$ cat config.mk
export PLATFORM = sky130hd
export DESIGN_NAME = fadd_align_add_flat
export DESIGN_NICKNAME = d
export VERILOG_FILES = /design/src/rtl/fadd_align_add_pkg.sv /design/src/rtl/fadd_align_add_if.sv /design/src/rtl/fadd_align_add_right_shift_sticky.sv /design/src/rtl/fadd_align_add.sv /design/src/flat_wrapper.sv
export SDC_FILE = /design/constraint.sdc
export NUM_CORES = 1
export LEC_CHECK = 0
export CORE_ASPECT_RATIO = 0.75
export CORE_UTILIZATION = 45
export DETAILED_ROUTE_END_ITERATION = 6
export PLACE_DENSITY = 0.66
export SYNTH_ARGS = -nofsm -noshare
export SYNTH_HDL_FRONTEND = slang
export SYNTH_SLANG_ARGS = --single-unit
$ cat constraint.sdc
create_clock -name CLK -period 7.9 [get_ports CLK]
set_input_delay 1.975 -clock CLK [delete_from_list [all_inputs] [get_ports CLK]]
set_output_delay 1.975 -clock CLK [all_outputs]
set_load 0.005 [all_outputs]
$ cat src/rtl/fadd_align_add_pkg.sv
// Shared widths, rounding-mode encodings and the aligned-sum bundle for the
// binary32 adder front end.
package fpu_add_pkg;

    localparam int EXP_W  = 8;
    localparam int MANT_W = 23;
    localparam int SIG_W  = 26;

    typedef enum logic [2:0] {
        RNE = 3'd0,
        RTZ = 3'd1,
        RDN = 3'd2,
        RUP = 3'd3,
        RMM = 3'd4
    } frm_e;

    typedef struct packed {
        logic              ovf;
        logic              unf;
        logic              dz;
        logic              inv;
        logic [2:0]        frm;
        logic [EXP_W-1:0]  exp_max;
        logic              sign;
        logic [SIG_W-1:0]  frac;
        logic              carry;
    } add_bundle_t;

    // {hidden, mant, guard, round}; hidden is set for any non-zero exponent
    function automatic logic [SIG_W-1:0] ext_sig(input logic [EXP_W-1:0]  e,
                                                 input logic [MANT_W-1:0] m);
        return {(e != '0), m, 2'b00};
    endfunction

endpackage

$ cat src/rtl/fadd_align_add_if.sv
// Operand/result handshake bundle of the adder front end.
interface fadd_align_add_if;
    import fpu_add_pkg::*;

    logic                in_valid;
    logic                in_ready;
    logic [31:0]         op_a;
    logic [31:0]         op_b;
    logic [2:0]          frm_in;
    logic                out_valid;
    logic                out_ready;
    logic                ovf_out;
    logic                unf_out;
    logic                dz_out;
    logic                inv_out;
    logic [2:0]          frm_out;
    logic [EXP_W-1:0]    exp_max_out;
    logic                sign_out;
    logic [SIG_W-1:0]    frac_out;
    logic                carry_out;

    modport master (
        output in_valid, op_a, op_b, frm_in, out_ready,
        input  in_ready, out_valid, ovf_out, unf_out, dz_out, inv_out,
               frm_out, exp_max_out, sign_out, frac_out, carry_out
    );

    modport slave (
        input  in_valid, op_a, op_b, frm_in, out_ready,
        output in_ready, out_valid, ovf_out, unf_out, dz_out, inv_out,
               frm_out, exp_max_out, sign_out, frac_out, carry_out
    );

endinterface

$ cat src/rtl/fadd_align_add_right_shift_sticky.sv
// Barrel right shift of the extended significand; every bit shifted out is
// ORed into the LSB so rounding still sees it.
module right_shift_sticky
    import fpu_add_pkg::*;
(
    input  logic [SIG_W-1:0] sig_in,
    input  logic [7:0]       amt,
    output logic [SIG_W-1:0] sig_out
);

    logic [SIG_W-1:0] v;
    logic             sticky;

    always_comb begin
        v      = sig_in;
        sticky = 1'b0;
        for (int unsigned k = 0; k < 5; k++) begin
            if (amt[k]) begin
                sticky = sticky | (|(v & ~({SIG_W{1'b1}} << (32'd1 << k))));
                v      = v >> (32'd1 << k);
            end
        end
        if (|amt[7:5]) begin
            sticky = sticky | (|v);
            v      = '0;
        end
        sig_out = v | {{(SIG_W-1){1'b0}}, sticky};
    end

endmodule

$ cat src/rtl/fadd_align_add.sv
// Two-stage align/add front end of the binary32 adder: S1 picks the larger
// operand and classifies, S2 aligns, adds/subtracts and holds the bundle.
module fadd_align_add
    import fpu_add_pkg::*;
(
    input  logic CLK,
    input  logic nRST,
    input  logic flush,
    fadd_align_add_if.slave bus
);

    logic [EXP_W-1:0]  exp_a, exp_b;
    logic [MANT_W-1:0] mant_a, mant_b;
    logic              a_big, nan_a, nan_b, inf_a, inf_b, sub_in, inv_in;
    logic              s2_load, s1_adv, in_xfer;

    logic              s1_v, s1_sign_l, s1_sub, s1_inv, s1_ovf, s1_unf;
    logic [2:0]        s1_frm;
    logic [EXP_W-1:0]  s1_exp_l, s1_d;
    logic [SIG_W-1:0]  s1_sig_l, s1_sig_s, sig_s_aligned;
    logic [SIG_W:0]    sum;

    logic              s2_v;
    add_bundle_t       s2_q, s2_next;

    assign exp_a  = bus.op_a[30:23];
    assign exp_b  = bus.op_b[30:23];
    assign mant_a = bus.op_a[22:0];
    assign mant_b = bus.op_b[22:0];
    assign a_big  = bus.op_a[30:0] >= bus.op_b[30:0];
    assign nan_a  = (&exp_a) && (|mant_a);
    assign nan_b  = (&exp_b) && (|mant_b);
    assign inf_a  = (&exp_a) && !(|mant_a);
    assign inf_b  = (&exp_b) && !(|mant_b);
    assign sub_in = bus.op_a[31] ^ bus.op_b[31];
    assign inv_in = nan_a || nan_b || (inf_a && inf_b && sub_in);

    assign s2_load      = !s2_v || bus.out_ready;
    assign s1_adv       = s1_v && s2_load;
    assign bus.in_ready = !s1_v || s2_load;
    assign in_xfer      = bus.in_valid && bus.in_ready && !flush;

    always_ff @(posedge CLK or negedge nRST) begin
        if (!nRST) begin
            s1_v      <= 1'b0;
            s1_frm    <= '0;
            s1_exp_l  <= '0;
            s1_d      <= '0;
            s1_sig_l  <= '0;
            s1_sig_s  <= '0;
            s1_sign_l <= 1'b0;
            s1_sub    <= 1'b0;
            s1_inv    <= 1'b0;
            s1_ovf    <= 1'b0;
            s1_unf    <= 1'b0;
        end else begin
            if (flush)
                s1_v <= 1'b0;
            else if (bus.in_ready)
                s1_v <= bus.in_valid;
            if (in_xfer) begin
                s1_frm    <= bus.frm_in;
                s1_exp_l  <= a_big ? exp_a : exp_b;
                s1_d      <= a_big ? exp_a - exp_b : exp_b - exp_a;
                s1_sig_l  <= a_big ? ext_sig(exp_a, mant_a) : ext_sig(exp_b, mant_b);
                s1_sig_s  <= a_big ? ext_sig(exp_b, mant_b) : ext_sig(exp_a, mant_a);
                s1_sign_l <= a_big ? bus.op_a[31] : bus.op_b[31];
                s1_sub    <= sub_in;
                s1_inv    <= inv_in;
                s1_ovf    <= (inf_a || inf_b) && !inv_in;
                s1_unf    <= (exp_a == '0) && (exp_b == '0);
            end
        end
    end

    right_shift_sticky u_align (
        .sig_in  (s1_sig_s),
        .amt     (s1_d),
        .sig_out (sig_s_aligned)
    );

    // The larger operand is chosen by magnitude, so the subtraction never borrows.
    always_comb begin
        sum             = s1_sub ? {1'b0, s1_sig_l} - {1'b0, sig_s_aligned}
                                 : {1'b0, s1_sig_l} + {1'b0, sig_s_aligned};
        s2_next         = '0;
        s2_next.ovf     = s1_ovf;
        s2_next.unf     = s1_unf;
        s2_next.inv     = s1_inv;
        s2_next.frm     = s1_frm;
        s2_next.exp_max = s1_exp_l;
        s2_next.sign    = (s1_sub && (sum == '0)) ? (s1_frm == RDN) : s1_sign_l;
        s2_next.frac    = sum[SIG_W-1:0];
        s2_next.carry   = sum[SIG_W];
    end

    always_ff @(posedge CLK or negedge nRST) begin
        if (!nRST) begin
            s2_v <= 1'b0;
            s2_q <= '0;
        end else begin
            if (flush)
                s2_v <= 1'b0;
            else if (s2_load)
                s2_v <= s1_v;
            if (s1_adv && !flush)
                s2_q <= s2_next;
        end
    end

    assign bus.out_valid   = s2_v;
    assign bus.ovf_out     = s2_q.ovf;
    assign bus.unf_out     = s2_q.unf;
    assign bus.dz_out      = s2_q.dz;
    assign bus.inv_out     = s2_q.inv;
    assign bus.frm_out     = s2_q.frm;
    assign bus.exp_max_out = s2_q.exp_max;
    assign bus.sign_out    = s2_q.sign;
    assign bus.frac_out    = s2_q.frac;
    assign bus.carry_out   = s2_q.carry;

endmodule

$ cat src/flat_wrapper.sv
// flat-port wrapper written by rule: the top's interface ports become plain ports
module fadd_align_add_flat import fpu_add_pkg::*;
  (CLK, nRST, flush, bus_in_valid, bus_op_a, bus_op_b, bus_frm_in, bus_out_ready, bus_in_ready, bus_out_valid, bus_ovf_out, bus_unf_out, bus_dz_out, bus_inv_out, bus_frm_out, bus_exp_max_out, bus_sign_out, bus_frac_out, bus_carry_out);
  fadd_align_add_if bus_i ();
  input  logic CLK;
  input  logic nRST;
  input  logic flush;
  input wire logic [$bits(bus_i.in_valid)-1:0] bus_in_valid;
  input wire logic [$bits(bus_i.op_a)-1:0] bus_op_a;
  input wire logic [$bits(bus_i.op_b)-1:0] bus_op_b;
  input wire logic [$bits(bus_i.frm_in)-1:0] bus_frm_in;
  input wire logic [$bits(bus_i.out_ready)-1:0] bus_out_ready;
  output wire logic [$bits(bus_i.in_ready)-1:0] bus_in_ready;
  output wire logic [$bits(bus_i.out_valid)-1:0] bus_out_valid;
  output wire logic [$bits(bus_i.ovf_out)-1:0] bus_ovf_out;
  output wire logic [$bits(bus_i.unf_out)-1:0] bus_unf_out;
  output wire logic [$bits(bus_i.dz_out)-1:0] bus_dz_out;
  output wire logic [$bits(bus_i.inv_out)-1:0] bus_inv_out;
  output wire logic [$bits(bus_i.frm_out)-1:0] bus_frm_out;
  output wire logic [$bits(bus_i.exp_max_out)-1:0] bus_exp_max_out;
  output wire logic [$bits(bus_i.sign_out)-1:0] bus_sign_out;
  output wire logic [$bits(bus_i.frac_out)-1:0] bus_frac_out;
  output wire logic [$bits(bus_i.carry_out)-1:0] bus_carry_out;
  assign bus_i.in_valid = bus_in_valid;
  assign bus_i.op_a = bus_op_a;
  assign bus_i.op_b = bus_op_b;
  assign bus_i.frm_in = bus_frm_in;
  assign bus_i.out_ready = bus_out_ready;
  assign bus_in_ready = bus_i.in_ready;
  assign bus_out_valid = bus_i.out_valid;
  assign bus_ovf_out = bus_i.ovf_out;
  assign bus_unf_out = bus_i.unf_out;
  assign bus_dz_out = bus_i.dz_out;
  assign bus_inv_out = bus_i.inv_out;
  assign bus_frm_out = bus_i.frm_out;
  assign bus_exp_max_out = bus_i.exp_max_out;
  assign bus_sign_out = bus_i.sign_out;
  assign bus_frac_out = bus_i.frac_out;
  assign bus_carry_out = bus_i.carry_out;
  fadd_align_add u_core (.CLK(CLK), .nRST(nRST), .flush(flush), .bus(bus_i));
endmodule
Word level (Yosys, flattened, before mapping)
Index checks and enable logic that the tools add are counted.
- register bits: 120
- output and inout bits: 45
- $add $sub $neg: 4
- magnitude comparators: 1
- eq/ne operators: 1
- muxes and demuxes: 23
- bitwise logic cells: 7
- reduce and logical (&&, ||, !) cells: 41
- operators with widths (cell ; number):
    2-to-1 mux 26 bit ; 8
    OR reduction 23 bit ; 2
    greater-or-equal comparator 31 bit ; 1
    adder 26 x 26 -> 27 bit ; 1
    zero test 27 bit ; 1
    2-to-1 mux 27 bit ; 1
    subtractor 26 x 26 -> 27 bit ; 1
    OR 26 x 1 -> 26 bit ; 1
    OR reduction 26 bit ; 1
    zero test 8 bit ; 2
    2-to-1 mux 8 bit ; 2
    AND reduction 8 bit ; 2
    nonzero test 8 bit ; 2
    OR reduction 16 bit ; 1
    subtractor 8 bit ; 2
    logical AND 1 bit ; 13
    2-to-1 mux 1 bit ; 12
    OR reduction 8 bit ; 1
    zero test 1 bit ; 6
    logical OR 1 bit ; 5
    OR 1 bit ; 5
    nonzero test 2 bit ; 2
    OR reduction 4 bit ; 1
    equality test 3 x 2 -> 1 bit, second input constant ; 1
    other kinds (3) ; 3

Logic depth before layout (Yosys ltp)
Gate-level depths: netlist of run 1.
- depth after elaboration: 18
- depth in mapped cells: 34
- mapped depth without buffers: 30

By module
A second synthesis of run 1 with hierarchy kept.
- cells, all modules: 1205
- area, all modules: 10137.2 um^2
- modules (own cells, without submodules) (module ; times used ; cells an instance ; area an instance (um^2) ; sequential area each (um^2)):
    fadd_align_add ; 1 ; 974 ; 8260.4 ; 2902.8
    right_shift_sticky ; 1 ; 231 ; 1876.8 ; 0.0

Least setup slack after synthesis of run 1
OpenSTA, ideal clock, no wires.
- path type: register -> register
- from: register u_core.s1_d[1]
- to: register u_core.s2_q (netlist bit u_core.bus.sign_out)
- setup time: 82 ps
- arrival time: 6761 ps
- slack: 1058 ps
- stages on the path, launching flop included: 31
- buffers on the path: 1
- period minus slack after synthesis: 6842 ps
- cell sequence: dfrtp_1 -> buf_6 -> mux4_1 -> mux4_2 -> mux2_2 -> a21oi_2 -> and4b_1 -> o2111ai_1 -> o21bai_1 -> and2b_1 -> ha_1 -> nand3_1 -> nor2_1 -> a21o_1 -> nand2_1 -> o31a_1 -> o22a_1 -> ha_1 -> a21oi_1 -> o21ai_0 -> a21o_1 -> a21oi_1 -> xnor2_1 -> or4_1 -> nor4_1 -> nand3b_1 -> a2111oi_2 -> and4_1 -> nand4b_1 -> or4_1 -> a31oi_1
- cells in the longest elaborated chain, start to end: 16
- elaborated cells on any way between the ends: 25
- those cells by class: add/sub: 2; mux: 12; bitwise: 5; reduce/logical: 6
- ends and longest elaborated chain (element ; RTL line ; RTL):
    start, declared ; fadd_align_add.sv:19 ; logic [EXP_W-1:0] s1_exp_l, s1_d;
    start signal, assigned ; fadd_align_add.sv:64 ; s1_d <= a_big ? exp_a - exp_b : exp_b - exp_a;
    2-to-1 mux 26 bit ; fadd_align_add_right_shift_sticky.sv:18 ; if (amt[k]) begin
    OR reduction 4 bit ; fadd_align_add_right_shift_sticky.sv:19 ; sticky = sticky | (|(v & ~({SIG_W{1'b1}} << (32'd1 << k))));
    OR 1 bit ; fadd_align_add_right_shift_sticky.sv:19 ;
    2-to-1 mux 1 bit ; fadd_align_add_right_shift_sticky.sv:18 ;
    OR 1 bit ; fadd_align_add_right_shift_sticky.sv:19 ;
    2-to-1 mux 1 bit ; fadd_align_add_right_shift_sticky.sv:18 ;
    OR 1 bit ; fadd_align_add_right_shift_sticky.sv:19 ;
    2-to-1 mux 1 bit ; fadd_align_add_right_shift_sticky.sv:18 ;
    OR 1 bit ; fadd_align_add_right_shift_sticky.sv:24 ; sticky = sticky | (|v);
    2-to-1 mux 1 bit ; fadd_align_add_right_shift_sticky.sv:23 ; if (|amt[7:5]) begin
    OR 26 x 1 -> 26 bit (*) ; fadd_align_add_right_shift_sticky.sv:27 ; sig_out = v | {{(SIG_W-1){1'b0}}, sticky};
    adder 26 x 26 -> 27 bit / subtractor 26 x 26 -> 27 bit (equally long branches) ; fadd_align_add.sv:85, fadd_align_add.sv:84 ;
    2-to-1 mux 27 bit (*) ; fadd_align_add.sv:84 ; sum = s1_sub ? {1'b0, s1_sig_l} - {1'b0, sig_s_aligned}
    zero test 27 bit (*) ; fadd_align_add.sv:92 ; s2_next.sign = (s1_sub && (sum == '0)) ? (s1_frm == RDN) : s1_sign_l;
    logical AND 1 bit (*) ; fadd_align_add.sv:92 ;
    2-to-1 mux 1 bit (*) ; fadd_align_add.sv:92 ;
    end signal, assigned ; fadd_align_add.sv:107 ; s2_q <= s2_next;
    end, declared ; fadd_align_add.sv:24 ; add_bundle_t s2_q, s2_next;
Mark *: on every way between the ends. The rest lies on a longest branch, timed or not.
A chain may end at the register's enable or synchronous reset.

Worst setup path after layout of run 1
- from: register u_core.s1_d[2]
- to: register u_core.s2_q (netlist bit u_core.bus.sign_out)
- cells in the longest elaborated chain, start to end: 14
- elaborated cells on any way between the ends: 21
- those cells by class: add/sub: 2; mux: 10; bitwise: 4; reduce/logical: 5
- ends and longest elaborated chain (element ; RTL line):
    2-to-1 mux 26 bit ; fadd_align_add_right_shift_sticky.sv:18
    OR reduction 8 bit ; fadd_align_add_right_shift_sticky.sv:19
    OR 1 bit ; fadd_align_add_right_shift_sticky.sv:19
    2-to-1 mux 1 bit ; fadd_align_add_right_shift_sticky.sv:18
    OR 1 bit ; fadd_align_add_right_shift_sticky.sv:19
    2-to-1 mux 1 bit ; fadd_align_add_right_shift_sticky.sv:18
    OR 1 bit ; fadd_align_add_right_shift_sticky.sv:24
    2-to-1 mux 1 bit ; fadd_align_add_right_shift_sticky.sv:23
    OR 26 x 1 -> 26 bit (*) ; fadd_align_add_right_shift_sticky.sv:27
    adder 26 x 26 -> 27 bit / subtractor 26 x 26 -> 27 bit (equally long branches) ; fadd_align_add.sv:85, fadd_align_add.sv:84
    2-to-1 mux 27 bit (*) ; fadd_align_add.sv:84
    zero test 27 bit (*) ; fadd_align_add.sv:92
    logical AND 1 bit (*) ; fadd_align_add.sv:92
    2-to-1 mux 1 bit (*) ; fadd_align_add.sv:92
Marks and branches as above.

==> impl_metrics.toml, run 1 <==
[global_route]
grt_pass1_wl_mm = 50.54
grt_pass1_vias = 9117
overflow = 0
antenna_found_initial = 1
track_usage = 0.2773
grt_max_degree = 101

[sta]
finalCritPeriodShare = 0.9404
period_needed_ps = 7429
fmax_mhz = 134.6
slew_viol_final = 0
max_slew_margin = 0.3507
worst_pin_slew_ps = 974.0
finalSetupViolCount = 0
finClkSkew_ps = 15.92
fin_tns_setup_ps = 0
hold_viol = 0

[layout]
drive_gt1_frac = 0.09299
final_core_util = 0.5623
syn_to_final_growth_pct = 21.07
seq_area_sq_um = 2912
layout.cells.non_filler = 1693
finalNetCount = 1523
multi_input_area_sq_um = 6977
fillerInstances = 2079

[logic_synthesis]
yosys-top-cells-area = "dfrtp_1 (28%), nand2_1 (8.3%), ha_1 (7.7%)"
synth_largest_area_cell = "dfrtp_1"
synth_top_area_frac = 0.2804
ys_seq_elements = 116
syn-num-nets = 1424
syn_inst = 1286
syn_area_sq_um = 10350
ys_seq_area_frac = 0.2804
yosysWarnings = 0
synth_flop_cell = "dfrtp_1"
synth-async-reset-ratio = 1.000
avgSynthCellArea_sq_um = 8.050
synthTopCellsByCount = "nand2_1 (230), dfrtp_1 (116), o21ai_0 (110)"
synth_edf_count = 0
synth.most_common_cell = "nand2_1"
synth_cell_type_count = 86

[die]
die_w_um = 177.1
rows = 47
fp.dieArea_sq_um = 23620
core_sq_um = 22290
initial_core_util = 0.4645
die_h_um = 133.4
pin_count = 117

[drt]
ant_nets = 0
drtIter0Drc = 885
drt_first_pass_iters = 5
vias = 10020
viasPerCell = 5.920
remaining_drc_errors = 0
routed_wl_mm = 31.85
wl_per_cell_um = 18.81

[critical_path]
crit_family = "simple AND/OR/NAND/NOR gates"
worst-endpoint-arrival_ps = 7770
crit_top_cell = "buf_4"
cp-end-kind = "register"
worstSetupStartpointType = "register"
r2r_setup_slack_ps = 470
cp_slowest_stage_delay_ps = 630
path_buf_inv = 3
cp_max_fo = 29
worstPathRequired_ps = 8240
criticalPathCategory = "reg -> reg"
cp_slowest_cell = "nor4_1"

[power]
leakage_nw = 5.666
swShare = 0.4173
p_per_area_nw_per_um2 = 289.1
p_int_mw = 2.111
p_comb_frac = 0.517
p_switching_mw = 1.512
power_mw = 3.624
ir_worst_vdd_mv = 0.1632
p_clk_frac = 0.237
p_seq_frac = 0.246

[placement]
post-dp-hpwl_mm = 24.76
port_buffers = 115
routabilityCongestion = 0.9942
placedCellCount = 1652

[clock_network]
cts_sinks = 116
h-tree-depth = 4
clk_pin_slew_worst_paths_ps = 70
numCtsBuffers = 17
clock-root-buffer = "clkbuf_16"
hold_buffers = 0
cts_max_path_buffers = 2
cts_tree = "yes"
clock_latency_ps = 420

[worst_hold_path]
worst_hold_path_type = "reg -> reg"

[job]
maxCapViolations = 0

[run_status]
status = "finished clean"
[cell type report]
class / count / area share
Multi-Input combinational cell: 1044 / 0.5567
Sequential cell: 116 / 0.2323
Timing Repair Buffer: 152 / 0.1138
Clock buffer: 17 / 0.03394
Tap cell: 294 / 0.02935
Clock inverter: 15 / 0.01757
Inverter: 54 / 0.01617
Antenna cell: 1 / 0.0001997
[flip-flops by register name, indices dropped and copies added, names as in the netlist, 3 cells and up]
name	count
u_core.bus.frm_out	3
u_core.s1_d	8
u_core.s1_sig_s	24
u_core.s1_frm	3
u_core.s1_sig_l	24
u_core.bus.frac_out	26
u_core.bus.exp_max_out	8
u_core.s1_exp_l	8
[final timing paths]
| path | end | depth (start not counted) | from |
|---|---|---|---|
| worst max-delay path | u_core.bus.sign_out | 29 | u_core.s1_d[2] |
| worst min-delay path | u_core.bus.exp_max_out[6] | 2 | u_core.s1_exp_l[6] |
| worst max register to register | u_core.bus.sign_out | 29 | u_core.s1_d[2] |
| worst min register to register | u_core.bus.exp_max_out[6] | 2 | u_core.s1_exp_l[6] |
| max in group asynchronous | u_core.s1_d[1] | 2 | nRST |
| min in group asynchronous | u_core.bus.frac_out[0] | 1 | nRST |
[per-stage QoR]
stage / instance area [sq um] / hold slack, ps / setup WS, ps
2_1_floorplan: 10350 / 438.6 / 1058
3_3_place_gp: 11780 / 454.0 / 378.6
3_5_place_dp: 11780 / 452.8 / 196.2
4_1_cts: 12430 / 462.2 / 124.4
5_1_grt: 12530 / 491.3 / -15.42
6_report: 12530 / 456.8 / 470.7
[power groups by stage]
stage | combinational (mW) | clock (mW) | sequential, mW
6_report | 1.87 | 0.859 | 0.892
5_1_grt | 2.05 | 0.904 | 0.909
4_1_cts | 1.82 | 0.873 | 0.891
3_5_place_dp | 1.80 | 0 | 0.900
3_3_place_gp | 1.79 | 0 | 0.896
2_1_floorplan | 1.24 | 0 | 0.829
[routing by layer]
metal / GRT usage / routed length (um) / vias up
li1: - / - / 4828
met1: 0.4352 / 15740 / 4737
met2: 0.3743 / 12750 / 426
met3: 0.05822 / 2814 / 31
met4: 0.07759 / 541 / 0
met5: 0 / 0 / -
[tightest hold or removal path, cell delays in order (launching register included)]
cell	delay, ps
dfrtp_1	340
nand2_1	50
nand2_1	50
[layout by cell type, fill, tap and decap left out, types with 6 or more instances in the layout]
cell type        instances
nor2b_1                 16
o21ai_0                110
nand2_1                230
o21bai_1                 8
ha_1                    64
mux4_2                  19
inv_1                   53
o31ai_1                  7
buf_4                   37
xor2_1                  16
nand3_1                 15
a22oi_1                  6
and2_1                  17
nor4_1                  19
nor3_1                  18
clkbuf_16               17
a211oi_1                 6
mux2i_1                 50
xnor2_1                 30
nand4_1                 17
o21a_1                  15
mux2_2                  13
a21oi_1                 98
nand2b_1                11
dfrtp_1                113
nand3b_1                 8
clkdlybuf4s50_1        114
or4_1                    9
and3_1                   6
a21o_1                  36
nor2_1                  96
a31oi_1                 12
[repair_timing]
action	4_1_cts	5_1_grt
buffers inserted	0	8
hold endpoints to repair	0	0
resized for setup	0	14
setup endpoints to repair	0	1
[kinds of logic (layout without fill, tap and decap cells)]
group	Yosys count	after routing	share of synthesized area
compound gates	350	350	0.2102
xor+xnor	46	46	0.03892
fa+ha+maj	66	66	0.08122
buf+inv	126	238	0.05076
flops	116	116	0.2804
mux	90	90	0.1180
other cells	1	2	0.0003622
simple gates	491	491	0.2202
(Power assumes the default switching activity.)
==> run 2, diff against run 1 <==
==> constraint.sdc (replaced) <==
create_clock -name CLK -period 6.9 [get_ports CLK]
set_input_delay 1.725 -clock CLK [delete_from_list [all_inputs] [get_ports CLK]]
set_output_delay 1.725 -clock CLK [all_outputs]
set_load 0.005 [all_outputs]
==> impl_metrics.toml, run 2 (synthesis gave the netlist of run 1 again) <==
[critical_path]
crit_top_cell = "or4_1"
crit_family = "simple AND/OR/NAND/NOR gates"
r2r_cells = 30
criticalPathCategory = "reg -> reg"
worstPathRequired_ps = 7240
worstSetupStartpointType = "register"
cp-end-kind = "register"
worst-endpoint-arrival_ps = 7150
path_buf_inv = 2
cp_slowest_cell = "mux4_2"
cp_max_fo = 8
cp_slowest_stage_delay_ps = 590
cp.depth = 30

[global_route]
grt_max_degree = 81
overflow = 0
antenna_found_initial = 0
grt_pass1_vias = 9675
grt_pass1_wl_mm = 53.45
track_usage = 0.2903

[clock_network]
clk_pin_slew_worst_paths_ps = 60
hold_buffers = 0
clock-root-buffer = "clkbuf_16"
cts_tree = "yes"
numCtsBuffers = 17
cts_sinks = 116
h-tree-depth = 4
clock_latency_ps = 420
cts_max_path_buffers = 2

[layout]
syn_to_final_growth_pct = 28.21
fillerInstances = 2020
final_core_util = 0.5955
finalNetCount = 1608
diodes = 0
design_area_sq_um = 13270
drive_gt1_frac = 0.1571
final_cell_mix = "nand2_1 (229), buf_4 (117), clkdlybuf4s50_1 (114)"
layout.cells.non_filler = 1777
largest_register_ffs = 26
final_common_cell = "nand2_1"

[sta]
slew_viol_final = 0
timing.final.ws_setup_ps = 97.42
max_slew_margin = 0.3586
finClkSkew_ps = 14.01
finalSetupViolCount = 0
finalCritPeriodShare = 0.9859
period_needed_ps = 6803
fmax_mhz = 147.0
hold_viol = 0
worst_pin_slew_ps = 962.1
grt_setup_unrepaired = "yes"

[power]
p_per_area_nw_per_um2 = 334.8
ir_worst_vdd_mv = 0.1703
power_mw = 4.444
leakage_nw = 6.072

[drt]
ant_nets = 0
viasPerCell = 5.849
drt_first_pass_iters = 5
wl_per_cell_um = 18.95
drtIter0Drc = 1040
vias = 10390
remaining_drc_errors = 0
routed_wl_mm = 33.68

[die]
initial_core_util = 0.4645
core_sq_um = 22290
rows = 47
die_h_um = 133.4
die_w_um = 177.1
pin_count = 117
fp.dieArea_sq_um = 23620

[placement]
port_buffers = 115
pre_cts_slack_ps = -279.9
placedCellCount = 1736
routabilityCongestion = 0.9366
post-dp-hpwl_mm = 26.36
place_area_sq_um = 12460

[worst_hold_path]
worst_hold_path_type = "reg -> reg"
worstHoldPathCells = 2

[job]
maxCapViolations = 0

[run_status]
status = "finished clean"
-- run 2: cell types whose count changed in the layout (fill, tap and decap cells not counted), moves of 3 or more --
cell        change
clkinvlp_4      +3
a21oi_1         -3
buf_12          +4
buf_4          +80
-- run 2: metrics by stage --
stage	setup TNS (ps)	hold slack [ps]
2_1_floorplan	0	438.6
3_3_place_gp	-85.97	454.1
3_5_place_dp	-279.9	454.0
4_1_cts	0	468.0
5_1_grt	-285.1	488.2
6_report	0	463.9
-- run 2: final timing paths --
path,end,slack [ps],from
worst min-delay path,u_core.bus.exp_max_out[3],460,u_core.s1_exp_l[3]
worst max register to register,u_core.bus.sign_out,100,u_core.s1_d[1]
worst max-delay path,u_core.bus.sign_out,100,u_core.s1_d[1]
max in group asynchronous,u_core.s1_d[1],4210,nRST
worst min register to register,u_core.bus.exp_max_out[3],460,u_core.s1_exp_l[3]
min in group asynchronous,u_core.bus.frac_out[2],1370,nRST
-- run 2: per-layer routing --
metal	up-vias	GRT usage	part of all wire
met5	-	0	0
met4	0	0.07280	0.015
met3	36	0.04424	0.075
met2	419	0.4099	0.41
met1	4954	0.4543	0.50
li1	4985	-	-
-- run 2: worst reg2reg max path: cells and delay by family (launching register included) --
kind                       cells  cell delay (ps)
and+or+nand+nor               14             2990
muxes                          1              590
buffers and inverters          2              380
adders and majority gates      2              460
DFF                            1              480
xor gates and xnor gates       1              140
AOI/OAI and AO/OA             10             1710
-- run 2: where the power goes --
part / total, mW / leakage, nW / internal [mW] / switching, mW
Clock: 0.931 / 0.287 / 0.583 / 0.348
Sequential: 0.988 / 1.45 / 0.842 / 0.146
Combinational: 2.53 / 4.33 / 1.20 / 1.32
Total: 4.44 / 6.07 / 2.63 / 1.82
-- run 2: layout make-up --
| class | count | area [sq um] | area share |
|---|---|---|---|
| Timing Repair Buffer | 237 | 2116 | 0.1594 |
| Sequential cell | 116 | 2907 | 0.2190 |
| Multi-Input combinational cell | 1044 | 7064 | 0.5322 |
| Inverter | 54 | 202.7 | 0.01527 |
| Clock inverter | 13 | 172.7 | 0.01301 |
| Clock buffer | 19 | 442.9 | 0.03337 |
| Tap cell | 294 | 367.9 | 0.02772 |
-- run 2: what timing repair did --
item,in CTS,in global routing
gates resized for setup,16,20
pin swaps,2,12
setup endpoints to repair,1,1
gates cloned,1,0
setup buffers,2,6
